## src/rtl/decoder_scan_sequencer.sv

```systemverilog
// -----------------------------------------------------------------------------
// decoder_scan_sequencer
//
// Purpose:
//   Drives the select (A, B) and active-low enable inputs of a 2-to-4 decoder.
//   Scans channels 0..3 in order ({A,B} = channel index, A = MSB). Each
//   channel is preceded by a fixed blanking gap (enable=1) and then held
//   active (enable=0) for a programmable dwell time. Runs continuously or
//   as a single pass.
//
// Ports:
//   clk       in   rising-edge clock
//   rst_n     in   asynchronous active-low reset
//   start     in   begin a scan (sampled only while idle)
//   stop      in   abort the scan (sampled in every state, highest priority)
//   one_shot  in   latched with start: 1 = single pass, 0 = loop forever
//   dwell     in   latched with start: active cycles per channel (0 acts as 1)
//   A, B      out  decoder select, registered
//   enable    out  decoder enable, active-low, registered
//   busy      out  1 while blanking or dwelling
//   done      out  one-cycle pulse when a single pass completes normally
// -----------------------------------------------------------------------------
module decoder_scan_sequencer #(
  parameter int DWELL_W      = 8,
  parameter int BLANK_CYCLES = 2
) (
  input  logic               clk,
  input  logic               rst_n,
  input  logic               start,
  input  logic               stop,
  input  logic               one_shot,
  input  logic [DWELL_W-1:0] dwell,
  output logic               A,
  output logic               B,
  output logic               enable,
  output logic               busy,
  output logic               done
);

  typedef enum logic [1:0] {
    IDLE  = 2'd0,
    BLANK = 2'd1,
    DWELL = 2'd2
  } state_t;

  localparam logic [3:0]         BLANK_LAST = 4'(BLANK_CYCLES - 1);
  localparam logic [DWELL_W-1:0] DWELL_ONE  = DWELL_W'(1);

  state_t             state;
  logic [3:0]         blank_cnt;
  logic [DWELL_W-1:0] dwell_cnt;
  logic [DWELL_W-1:0] dwell_lat;
  logic               one_shot_lat;

  always_ff @(posedge clk or negedge rst_n) begin
    if (!rst_n) begin
      state        <= IDLE;
      A            <= 1'b0;
      B            <= 1'b0;
      enable       <= 1'b1;
      busy         <= 1'b0;
      done         <= 1'b0;
      blank_cnt    <= '0;
      dwell_cnt    <= '0;
      dwell_lat    <= '0;
      one_shot_lat <= 1'b0;
    end else begin
      done <= 1'b0;
      if (stop) begin
        // Abort: disable the decoder, keep the select lines where they are.
        state     <= IDLE;
        enable    <= 1'b1;
        busy      <= 1'b0;
        blank_cnt <= '0;
        dwell_cnt <= '0;
      end else begin
        case (state)
          IDLE: begin
            enable <= 1'b1;
            busy   <= 1'b0;
            if (start) begin
              dwell_lat    <= (dwell == '0) ? DWELL_ONE : dwell;
              one_shot_lat <= one_shot;
              {A, B}       <= 2'b00;
              blank_cnt    <= '0;
              state        <= BLANK;
              busy         <= 1'b1;
            end
          end

          BLANK: begin
            if (blank_cnt == BLANK_LAST) begin
              state     <= DWELL;
              enable    <= 1'b0;
              blank_cnt <= '0;
              dwell_cnt <= '0;
            end else begin
              blank_cnt <= blank_cnt + 4'd1;
            end
          end

          DWELL: begin
            if (dwell_cnt == dwell_lat - DWELL_ONE) begin
              dwell_cnt <= '0;
              // Select lines only move on the edge that also raises enable,
              // so the decoder never sees a channel change while enabled.
              enable    <= 1'b1;
              if (({A, B} == 2'b11) && one_shot_lat) begin
                state <= IDLE;
                busy  <= 1'b0;
                done  <= 1'b1;
              end else begin
                {A, B} <= {A, B} + 2'b01;   // 11 wraps to 00 in loop mode
                state  <= BLANK;
              end
            end else begin
              dwell_cnt <= dwell_cnt + DWELL_ONE;
            end
          end

          default: begin
            state  <= IDLE;
            enable <= 1'b1;
            busy   <= 1'b0;
          end
        endcase
      end
    end
  end

endmodule

```

## config.mk

```make
export PLATFORM = sky130hd
export DESIGN_NAME = decoder_scan_sequencer
export DESIGN_NICKNAME = d
export VERILOG_FILES = /design/src/rtl/decoder_scan_sequencer.sv
export SDC_FILE = /design/constraint.sdc
export NUM_CORES = 1
export LEC_CHECK = 0
export BUFFER_PORTS_ARGS = -buffer_cell sky130_fd_sc_hd__buf_2
export CAP_MARGIN = 30
export CORE_MARGIN = 1
export CORE_UTILIZATION = 45
export CTS_BUF_LIST = sky130_fd_sc_hd__clkbuf_8
export DETAILED_ROUTE_END_ITERATION = 12
export GPL_ROUTABILITY_DRIVEN = 0
export SLEW_MARGIN = 0
export SYNTH_ARGS = -nofsm -noshare
export SYNTH_HDL_FRONTEND = slang
export SYNTH_SLANG_ARGS = --single-unit
```

## constraint.sdc

```tcl
create_clock -name clk -period 3 [get_ports clk]
set_clock_uncertainty 0.05 [all_clocks]
set_input_delay 0.3 -clock clk [delete_from_list [all_inputs] [get_ports clk]]
set_output_delay 0.3 -clock clk [all_outputs]
set_load 0.01 [all_outputs]
```

==> impl_metrics.tcl, run 1 <==
set metrics [dict create \
    met1_usage_pct 24.4 \
    crit_required_ps 3110 \
    critPathLaunchType "flip-flop" \
    die_height_um 63.2 \
    grt_pass1_vias 1287 \
    maximum_vdd_drop_uv 331 \
    route.detailed.vias_per_inst 5.58 \
    powerDensity_mw_per_mm2 789 \
    slew-limit-headroom_pct 58.2 \
    layout-area-overhead-vs-synth_pct 12.0 \
    pre_cts_ws_ps 612 \
    critPathTopFamily "compound AO/OA/AOI/OAI gates" \
    drc 0 \
    grt_util_all_layers_pct 18.7 \
    grt_antenna_before_repair 0 \
    finalHoldViolations 27 \
    die_area_sq_mm 0.00400 \
    worst_skew_pair.late_latency_ps 270 \
    globalRouteMet2Util_pct 32.5 \
    grt_max_degree 29 \
    number_of_antenna_violating_nets_in_the_routed_design 0 \
    postSynth.asyncResetShare_pct 100 \
    maxClockFrequency_mhz 412 \
    core.rowCount 21 \
    worst_hold_path_class "in -> async" \
    synthesis.yosys.warnings 0 \
    post_cts_resized 0 \
    drv_cap 0 \
    global_route.usage.met3_pct 2.90 \
    die-width_um 63.2 \
    route.vias.total 1299 \
    grt_overflow_total 0 \
    clock_tree.root_cell "sky130_fd_sc_hd__clkbuf_8" \
    syn_area_per_cell_sq_um 10.1 \
    status "complete, but fails checks" \
    mappedNetlistNets 185 \
    delay_of_the_slowest_cell_on_the_worst_path_ps 450 \
    critical_path_arrival_ps 2530 \
    synth-edff-count 0 \
    yosys-top-cells-area "sky130_fd_sc_hd__dfrtp_1, sky130_fd_sc_hd__o21ai_0, sky130_fd_sc_hd__mux2_2, sky130_fd_sc_hd__xnor2_1, sky130_fd_sc_hd__nand2_1" \
    h_tree_level_count 1 \
    finalMaxSlewViolations 0 \
    clkTransAtPathRegs_ps 90 \
    final_min_period_over_clock_period_pct 80.9 \
    io_buffers 17 \
    tns_ps 0 \
    io-pin-count 18 \
    timing.critical_path.fanout_max 10 \
    cts_hold_repair.buffers 0 \
    syn_inst 167 \
    tritoncts_num_sinks 28 \
    cts_tree "built" \
    synth_sequential_area_ratio_pct 41.6 \
    final_period_minus_worst_setup_slack_ps 2430 \
    setup.worst_path.end_class "flip-flop" \
    synth_top_cell_area_share_pct 40.0 \
    cts-buffers-inserted 3 \
    floorplan.core_area_sq_mm 0.00347 \
    timing_worst_setup_path_type "reg -> reg" \
    drt_pre_antenna_iters 4 \
    layout.filler_cells 317 \
    drt_wl_total_mm 3.40 \
    crit_chain "inv_1 -> ha_1 -> nand2b_1 -> a21oi_1 -> a31oi_1 -> o2111ai_4 -> or2_4 -> a311o_1" \
    post-synth-top-area-cell "sky130_fd_sc_hd__dfrtp_1" \
    power.leakage_nw 0.759 \
    hold-worst-slack_ps -11.6 \
    drtIter0Drc 49 \
    nets 206 \
    global_route_wire_length_before_repair_mm 5.92 \
    globalRoute.busiestLayer "met2" \
    postSynthRegisterBits 28 \
    detailedPlacementHpwl_mm 2.65 \
    ys_types 48 \
    worst-slew-pin-transition_ps 627 \
    synth_area_sq_mm 0.00169 \
    initial_core_util_pct 48.7 \
    insertedDiodeCount 0 \
    crit_slowest_cell "sky130_fd_sc_hd__dfrtp_1" \
    violations "hold timing" \
    main_flop_type_after_synthesis "sky130_fd_sc_hd__dfrtp_1" \
    grt_setup_unrepaired "no" \
    post_drt_wl_per_cell_um 14.6 \
    final_critical_path_setup_slack_ps 574 \
    postCtsSetupBuffers 0 \
    clock_tree.buffer_depth 2 \
    crit_buf_inv 1 \
    post_route_cells_drive_above_1_share_pct 24.6 \
    finish_stage_setup_viols 0 \
]
-- state kept, by name (all words and copies together), names as in the netlist --
signal and flops:
A 1, busy 1, state 2, blank_cnt 4
done 1, dwell_cnt 8, dwell_lat 8, B 1
one_shot_lat 1, enable 1
-- cell usage in the layout, fill, tap and decap left out, types with 5 or more instances in the layout --
cell type	netlist	final
sky130_fd_sc_hd__buf_2	1	17
sky130_fd_sc_hd__dfrtp_1	27	27
sky130_fd_sc_hd__ha_1	5	5
sky130_fd_sc_hd__inv_1	5	5
sky130_fd_sc_hd__mux2_2	7	7
sky130_fd_sc_hd__nand2_1	17	17
sky130_fd_sc_hd__nand2b_1	5	5
sky130_fd_sc_hd__nand3_1	6	6
sky130_fd_sc_hd__nor2_1	8	8
sky130_fd_sc_hd__nor3_1	7	7
sky130_fd_sc_hd__o21ai_0	16	16
sky130_fd_sc_hd__xnor2_1	8	8
sky130_fd_sc_hd__xor2_1	5	5
-- Yosys cell counts, types with 3 or more instances --
cell / number
sky130_fd_sc_hd__o211ai_1: 4
sky130_fd_sc_hd__and2_1: 3
sky130_fd_sc_hd__inv_1: 5
sky130_fd_sc_hd__mux2_2: 7
sky130_fd_sc_hd__o21ai_0: 16
sky130_fd_sc_hd__nand2_1: 17
sky130_fd_sc_hd__nor3_1: 7
sky130_fd_sc_hd__a21oi_1: 4
sky130_fd_sc_hd__nor2b_1: 3
sky130_fd_sc_hd__nor2_1: 8
sky130_fd_sc_hd__nand3_1: 6
sky130_fd_sc_hd__xnor2_1: 8
sky130_fd_sc_hd__dfrtp_1: 27
sky130_fd_sc_hd__ha_1: 5
sky130_fd_sc_hd__nand2b_1: 5
sky130_fd_sc_hd__xor2_1: 5
-- through the flow --
| step | std cells | hold WS, ps | instance area [sq um] | utilization, % | power (mW) |
|---|---|---|---|---|---|
| after floorplan | 167 | -45.6 | 1690 | - | 1.11 |
| after global placement | 229 | 300 | 1840 | 52.9 | 1.25 |
| after detailed placement | 229 | 306 | 1840 | 52.9 | 1.27 |
| after CTS | 233 | 5.63 | 1890 | 54.5 | 1.51 |
| after global routing | 233 | 26.4 | 1890 | 54.5 | 1.61 |
| final | 233 | -11.6 | 1890 | 54.5 | 1.49 |
-- where the power goes --
part           switching (mW)  internal [mW]  total [mW]
Clock                   0.113          0.117       0.230
Sequential              0.144          0.482       0.626
Combinational           0.355          0.280       0.635
-- layout make-up --
type,count,area [sq um],share of cell area (%)
multi-input combinational,132,965,51.0
sequential,28,702,37.1
timing repair buffer,18,92.6,4.90
tap,46,57.6,3.04
clock buffer,4,55.1,2.91
inverter,5,18.8,0.993
-- logic make-up (layout without fill, tap and decap cells) --
group	after synthesis	in the layout	share of synthesized area (%)
and+or+nand+nor	67	67	23.6
DFF	28	28	41.6
buffers and inverters	7	27	1.63
muxes	7	7	4.67
xor gates and xnor gates	13	13	6.75
adders and majority gates	5	5	3.71
AOI/OAI and AO/OA	40	40	18.0
-- routing by layer --
metal / vias up / share of wire (%)
li1: 645 / -
met1: 639 / 46
met2: 13 / 51
met3: 2 / 2.1
met4: 0 / 0.62
met5: - / 0
-- worst paths after layout --
| kind | from | to | slack [ps] | cells after the start |
|---|---|---|---|---|
| max in group asynchronous | rst_n | state[1] | 2500 | 1 |
| hold reg to reg | blank_cnt[2] | blank_cnt[2] | 470 | 1 |
| setup reg to reg | dwell_lat[0] | A | 570 | 8 |
| min in group clk | one_shot | one_shot_lat | 210 | 2 |
| hold / removal | rst_n | dwell_cnt[7] | -10 | 1 |
| setup / recovery | dwell_lat[0] | A | 570 | 8 |
(Power assumes the default switching activity.)
==> run 2, diff against run 1 <==
Settings changed: PLACE_DENSITY set to 0.66.
Clock period 3 ns to 1.96 ns, I/O delays scaled along.
==> run 2 against run 1 <==
The flow finishes with violations (setup timing). Critical path type unchanged. Largest power group unchanged. Global-route usage grew 1.5 points. Power grew 82%. Register-to-register slack lost 730 ps. Combinational power grew 130%.
==> impl_metrics.tcl, run 2 (synthesis gave the netlist of run 1 again) <==
set metrics [dict create \
    status "complete, but fails checks" \
    violations "setup timing" \
    setup.worst_path.end_class "flip-flop" \
    powerDensity_mw_per_mm2 1250 \
    grt_overflow_total 0 \
    die_area_sq_mm 0.00400 \
    detailed_place.area_sq_mm 0.00198 \
    clkTransAtPathRegs_ps 100 \
    layout.cells.most_common_list "sky130_fd_sc_hd__dfrtp_1, sky130_fd_sc_hd__buf_4, sky130_fd_sc_hd__nand2_1, sky130_fd_sc_hd__buf_2, sky130_fd_sc_hd__o21ai_0" \
    detailedPlacementHpwl_mm 2.80 \
    nets 230 \
    timing.rr.end "A" \
    uppermost_metal_layer_occupied_by_signal_nets "met4" \
    insertedDiodeCount 0 \
    numPlacedInstances 248 \
    h_tree_level_count 1 \
    layout-area-overhead-vs-synth_pct 28.5 \
    wl_met3_um 65 \
    finalHoldViolations 0 \
    final_common_cell "sky130_fd_sc_hd__dfrtp_1" \
    drc 0 \
    routed-wl-met2_mm 1.92 \
    slew-limit-headroom_pct 57.2 \
    io_buffers 17 \
    crit_required_ps 2070 \
    drv_cap 0 \
    core.rowCount 21 \
    cts-buffers-inserted 3 \
    hold-worst-slack_ps 99.5 \
    worst_skew_pair.late_latency_ps 270 \
    global_route_wire_length_before_repair_mm 6.38 \
    tns_ps -1440 \
    die-width_um 63.2 \
    number_of_antenna_violating_nets_in_the_routed_design 0 \
    tritoncts_num_sinks 28 \
    drtIter0Drc 38 \
    final_core_util_pct 62.6 \
    route.vias.total 1398 \
    floorplan.core_area_sq_mm 0.00347 \
    cts_tree "built" \
    clock_tree.buffer_depth 2 \
    drt_wl_total_mm 3.81 \
    initial_core_util_pct 48.7 \
    critical_path_arrival_ps 2230 \
    timing.critical_path.fanout_max 4 \
    power.leakage_nw 0.908 \
    routedLengthMet1_mm 1.81 \
    grt_pass1_vias 1381 \
    timing_worst_setup_path_type "reg -> reg" \
    grt_setup_unrepaired "yes" \
    post_drt_wl_per_cell_um 14.8 \
    worst_setup_path_endpoint "A" \
    final_period_minus_worst_setup_slack_ps 2120 \
    grt_antenna_before_repair 0 \
    worst-slew-pin-transition_ps 642 \
    maxClockFrequency_mhz 472 \
    finalPower_mw 2.72 \
    clock_tree.root_cell "sky130_fd_sc_hd__clkbuf_8" \
    pre_cts_ws_ps -203 \
    stdcell_count 257 \
    finish_stage_setup_viols 15 \
    layout_top_registers "dwell_cnt x8, dwell_lat x8, blank_cnt x4" \
    grt_max_degree 29 \
    final_critical_path_setup_slack_ps -159 \
    maximum_vdd_drop_uv 688 \
    finalMaxSlewViolations 0 \
    r2r_setup_slack_ps -160 \
    post-route-cell-area_sq_mm 0.00217 \
    final_min_period_over_clock_period_pct 108 \
    io-pin-count 18 \
    regToRegStartpoint "dwell_lat[0]" \
    drt_pre_antenna_iters 4 \
    worstSetupStartpoint "dwell_lat[0]" \
    grt_util_all_layers_pct 20.2 \
    critPathLaunchType "flip-flop" \
    r2r.worst_path.cells 6 \
    die_height_um 63.2 \
    route.detailed.vias_per_inst 5.44 \
    worst_hold_path_class "in -> reg" \
    post_route_cells_drive_above_1_share_pct 37.4 \
]
-- run 2: cell types whose count changed in the layout (fill, tap and decap cells not counted), moves of 2 or more --
| cell | change |
|---|---|
| sky130_fd_sc_hd__buf_6 | +3 |
| sky130_fd_sc_hd__a21oi_1 | -2 |
| sky130_fd_sc_hd__nor3_4 | +2 |
| sky130_fd_sc_hd__o21ai_0 | -4 |
| sky130_fd_sc_hd__a21oi_2 | +2 |
| sky130_fd_sc_hd__buf_4 | +19 |
| sky130_fd_sc_hd__o21ai_1 | +4 |
-- run 2: what timing repair did --
item | in CTS | in global routing
pin swaps | 17 | 10
cloned | 1 | 0
hold endpoints to repair | 27 | 0
setup buffers | 2 | 1
setup endpoints to repair | 15 | 15
hold buffers | 1 | 0
resized for setup | 14 | 9
-- run 2: cell type report --
type / instances / area, sq um
Multi-Input combinational cell: 133 / 1060
Fill cell: 288 / 1300
Sequential cell: 28 / 702
Timing Repair Buffer: 41 / 279
Tap cell: 46 / 57.6
Inverter: 5 / 18.8
Clock buffer: 4 / 55.1
-- run 2: power breakdown --
group | internal (mW) | leakage (nW) | switching, mW | total (mW)
Clock | 0.180 | 0.0288 | 0.180 | 0.360
Sequential | 0.739 | 0.365 | 0.173 | 0.911
Combinational | 0.696 | 0.514 | 0.754 | 1.45
Total | 1.61 | 0.908 | 1.11 | 2.72
-- run 2: worst min-delay path by stage --
stage	start	to	slack [ps]	cells past startpoint
after global routing	one_shot	one_shot_lat	110	2
after floorplan	rst_n	A	-150	0
after detailed placement	rst_n	dwell_cnt[7]	210	1
after global placement	rst_n	dwell_cnt[5]	200	1
after CTS	one_shot	one_shot_lat	100	2
final	one_shot	one_shot_lat	100	2
-- run 2: routing by layer --
layer	GRT usage (%)	up-vias
met5	0	-
met4	4.26	0
met3	1.63	2
met2	36.2	18
met1	26.6	680
li1	-	698
-- run 2: critical path, stage by stage (launching register included) --
cell,delay [ps]
sky130_fd_sc_hd__dfrtp_1,420
sky130_fd_sc_hd__or4_4,530
sky130_fd_sc_hd__nor2_4,140
sky130_fd_sc_hd__xnor2_2,140
sky130_fd_sc_hd__o2111ai_4,170
sky130_fd_sc_hd__or2_4,300
sky130_fd_sc_hd__a311o_1,270
==> run 3, diff against run 2 <==
Settings changed: ABC_AREA set to 1.
==> run 3 against run 2 <==
The flow now finishes without violations. Sequential power increased by 2.6%. Register-to-register slack improved by 340 ps. Via count decreased by 0.50%. Utilization decreased by 7.0 points. Worst setup slack improved by 340 ps. Largest power group unchanged.
==> impl_metrics.tcl, run 3 <==
set metrics [dict create \
    yosys-top-cells-count "sky130_fd_sc_hd__nand2_1, sky130_fd_sc_hd__dfrtp_1, sky130_fd_sc_hd__nor2_1" \
    io-pin-count 18 \
    switchingPower_mw 0.988 \
    regToRegStartpoint "dwell_lat[0]" \
    maxClockFrequency_mhz 561 \
    final_min_period_over_clock_period_pct 90.9 \
    status "finished, final reports clean" \
    drv_cap 0 \
    tritoncts_num_sinks 28 \
    finish_stage_setup_viols 0 \
    insertedDiodeCount 0 \
    synth_sequential_area_ratio_pct 43.4 \
    grt_max_degree 29 \
    worst-slew-pin-transition_ps 625 \
    timing.critical_path.fanout_max 5 \
    powerDensity_mw_per_mm2 1290 \
    timing.rr.end "B" \
    grt_util_all_layers_pct 19.5 \
    r2r.worst_path.cells 14 \
    detailedPlacementHpwl_mm 2.42 \
    postSynth.asyncResetShare_pct 100 \
    sw_frac_of_total_pct 40.5 \
    core.rowCount 21 \
    clock_tree.buffer_depth 2 \
    ys_types 24 \
    setup.worst_path.end_class "flip-flop" \
    grt_antenna_before_repair 0 \
    final_period_minus_worst_setup_slack_ps 1780 \
    post-synth-top-area-cell "sky130_fd_sc_hd__dfrtp_1" \
    most_used_standard_cell_by_instance_count_after_synthesis "sky130_fd_sc_hd__nand2_1" \
    pwr-share-seq_pct 38.4 \
    grt_pass1_vias 1247 \
    worst_setup_path_endpoint "B" \
    synth_top_cell_area_share_pct 41.8 \
    drt_wl_total_mm 3.31 \
    mappedNetlistNets 227 \
    io_buffers 17 \
    die_area_sq_mm 0.00384 \
    critical_path_arrival_ps 1960 \
    die_height_um 61.9 \
    syn_area_per_cell_sq_um 7.73 \
    maximum_vdd_drop_uv 653 \
    clkTransAtPathRegs_ps 100 \
    worstSetupStartpoint "dwell_lat[0]" \
    finalMaxSlewViolations 0 \
    finalHoldViolations 0 \
    cts_tree "built" \
    route.vias.total 1391 \
    post_drt_wl_per_cell_um 11.9 \
    h_tree_level_count 1 \
    syn_inst 209 \
    layout-area-overhead-vs-synth_pct 16.6 \
    route.detailed.vias_per_inst 4.99 \
    worst_skew_pair.late_latency_ps 280 \
    grt_setup_unrepaired "yes" \
    layout.cells.most_common_list "sky130_fd_sc_hd__nand2_1, sky130_fd_sc_hd__dfrtp_1, sky130_fd_sc_hd__nor2_1" \
    critPathLaunchType "flip-flop" \
    layout_top_registers "dwell_cnt x8, dwell_lat x8, blank_cnt x4" \
    combPwrFrac_pct 42.5 \
    drtIter0Drc 69 \
    postSynthRegisterBits 28 \
    post_route_cells_drive_above_1_share_pct 20.6 \
    timing_worst_setup_path_type "reg -> reg" \
    synth-edff-count 0 \
    final_core_util_pct 55.6 \
    worst_hold_path_class "in -> reg" \
    r2r_setup_slack_ps 180 \
    cts-buffers-inserted 3 \
    nets 252 \
    clock_tree.root_cell "sky130_fd_sc_hd__clkbuf_8" \
    cell_internal_pwr_mw 1.45 \
    final_common_cell "sky130_fd_sc_hd__nand2_1" \
    drt_pre_antenna_iters 4 \
    slew-limit-headroom_pct 58.3 \
    synthesis.yosys.warnings 0 \
    power.leakage_nw 0.928 \
    crit_required_ps 2140 \
    number_of_antenna_violating_nets_in_the_routed_design 0 \
    clkPwrFrac_pct 19.1 \
    initial_core_util_pct 47.7 \
    floorplan.core_area_sq_mm 0.00339 \
    grt_overflow_total 0 \
    synth_area_sq_mm 0.00162 \
    yosys-top-cells-area "sky130_fd_sc_hd__dfrtp_1, sky130_fd_sc_hd__nand2_1, sky130_fd_sc_hd__nor2_1, sky130_fd_sc_hd__inv_1, sky130_fd_sc_hd__xor2_1" \
    die-width_um 61.9 \
    drc 0 \
    global_route_wire_length_before_repair_mm 5.38 \
    tns_ps 0 \
    main_flop_type_after_synthesis "sky130_fd_sc_hd__dfrtp_1" \
]
## run 3: cell count changes in the layout (fill, tap and decap cells not counted), moves of 5 or more
cell / change
sky130_fd_sc_hd__o21ai_1: -5
sky130_fd_sc_hd__nand2_1: +33
sky130_fd_sc_hd__o21ai_0: -5
sky130_fd_sc_hd__nand3_1: +9
sky130_fd_sc_hd__a21oi_1: +11
sky130_fd_sc_hd__nor2_1: +16
sky130_fd_sc_hd__nand2_2: +7
sky130_fd_sc_hd__nand2b_1: -5
sky130_fd_sc_hd__buf_4: -17
sky130_fd_sc_hd__nor2_2: +6
sky130_fd_sc_hd__inv_1: +16
## run 3: worst min path at each step
stage,from,slack (ps),endpoint,cells after the start
2_1_floorplan,rst_n,-150,A,0
3_3_place_gp,rst_n,210,dwell_cnt[6],1
3_5_place_dp,rst_n,200,dwell_cnt[6],1
4_1_cts,one_shot,90,one_shot_lat,2
5_1_grt,one_shot,110,one_shot_lat,2
6_report,one_shot,100,one_shot_lat,2
## run 3: final cells by class
| class | count | area, sq um |
|---|---|---|
| clock buffer | 3 | 41.3 |
| clock inverter | 1 | 30.0 |
| fill | 329 | 1510 |
| inverter | 24 | 90.1 |
| multi-input combinational | 156 | 846 |
| sequential | 28 | 702 |
| tap | 46 | 57.6 |
| timing repair buffer | 21 | 118 |
## run 3: per-stage QoR
step	hold slack (ps)	power (mW)	cells	worst slack, ps	instance area, sq um
finish	102	2.44	279	177	1880
floorplan	-150	1.63	209	247	1620
global placement	207	1.85	270	160	1740
global route	110	2.65	279	-42.1	1880
detailed placement	201	1.86	270	108	1740
CTS	94.2	2.32	275	90.8	1830
## run 3: timing repair
item / in CTS / in global routing
hold buffers: 1 / 0
setup endpoints to repair: 0 / 14
hold endpoints to repair: 27 / 0
gates resized for setup: 0 / 10
setup buffers: 0 / 3
## run 3: cells by family (layout without fill, tap and decap cells)
group	Yosys count	in the layout	synth area share, %
buffers and inverters	26	49	6.50
AO/OA/AOI/OAI	24	24	7.89
flip-flops	28	28	43.4
multiplexers	4	4	2.79
AND/OR/NAND/NOR	110	111	29.0
XOR/XNOR	12	12	6.50
adder cells (fa/ha/maj)	5	5	3.87
## run 3: per-layer routing
metal / vias up / track usage [%] / part of all wire, %
met2: 22 / 33.3 / 50
met1: 647 / 25.9 / 46
met3: 2 / 4.35 / 2.7
li1: 720 / - / -
met5: - / 0 / 0
met4: 0 / 2.86 / 0.48
## run 3: critical path, stage by stage, from the launching register on
cell and delay (ps):
sky130_fd_sc_hd__dfrtp_1 400, sky130_fd_sc_hd__inv_2 100, sky130_fd_sc_hd__ha_4 210, sky130_fd_sc_hd__nand2_2 60
sky130_fd_sc_hd__inv_2 30, sky130_fd_sc_hd__nor2_2 90, sky130_fd_sc_hd__nand2_1 60, sky130_fd_sc_hd__nor2_2 70
sky130_fd_sc_hd__nand3_1 60, sky130_fd_sc_hd__nor2_1 130, sky130_fd_sc_hd__nand2_2 130, sky130_fd_sc_hd__nand2_2 110
sky130_fd_sc_hd__buf_4 110, sky130_fd_sc_hd__nand3_1 50, sky130_fd_sc_hd__nand2_1 60
## run 3: power by group through the flow
stage	Sequential [mW]	Clock (mW)	Combinational [mW]
2_1_floorplan	0.909	0	0.725
3_3_place_gp	0.947	0	0.900
3_5_place_dp	0.946	0	0.913
4_1_cts	0.934	0.470	0.919
5_1_grt	0.959	0.487	1.20
6_report	0.935	0.466	1.04
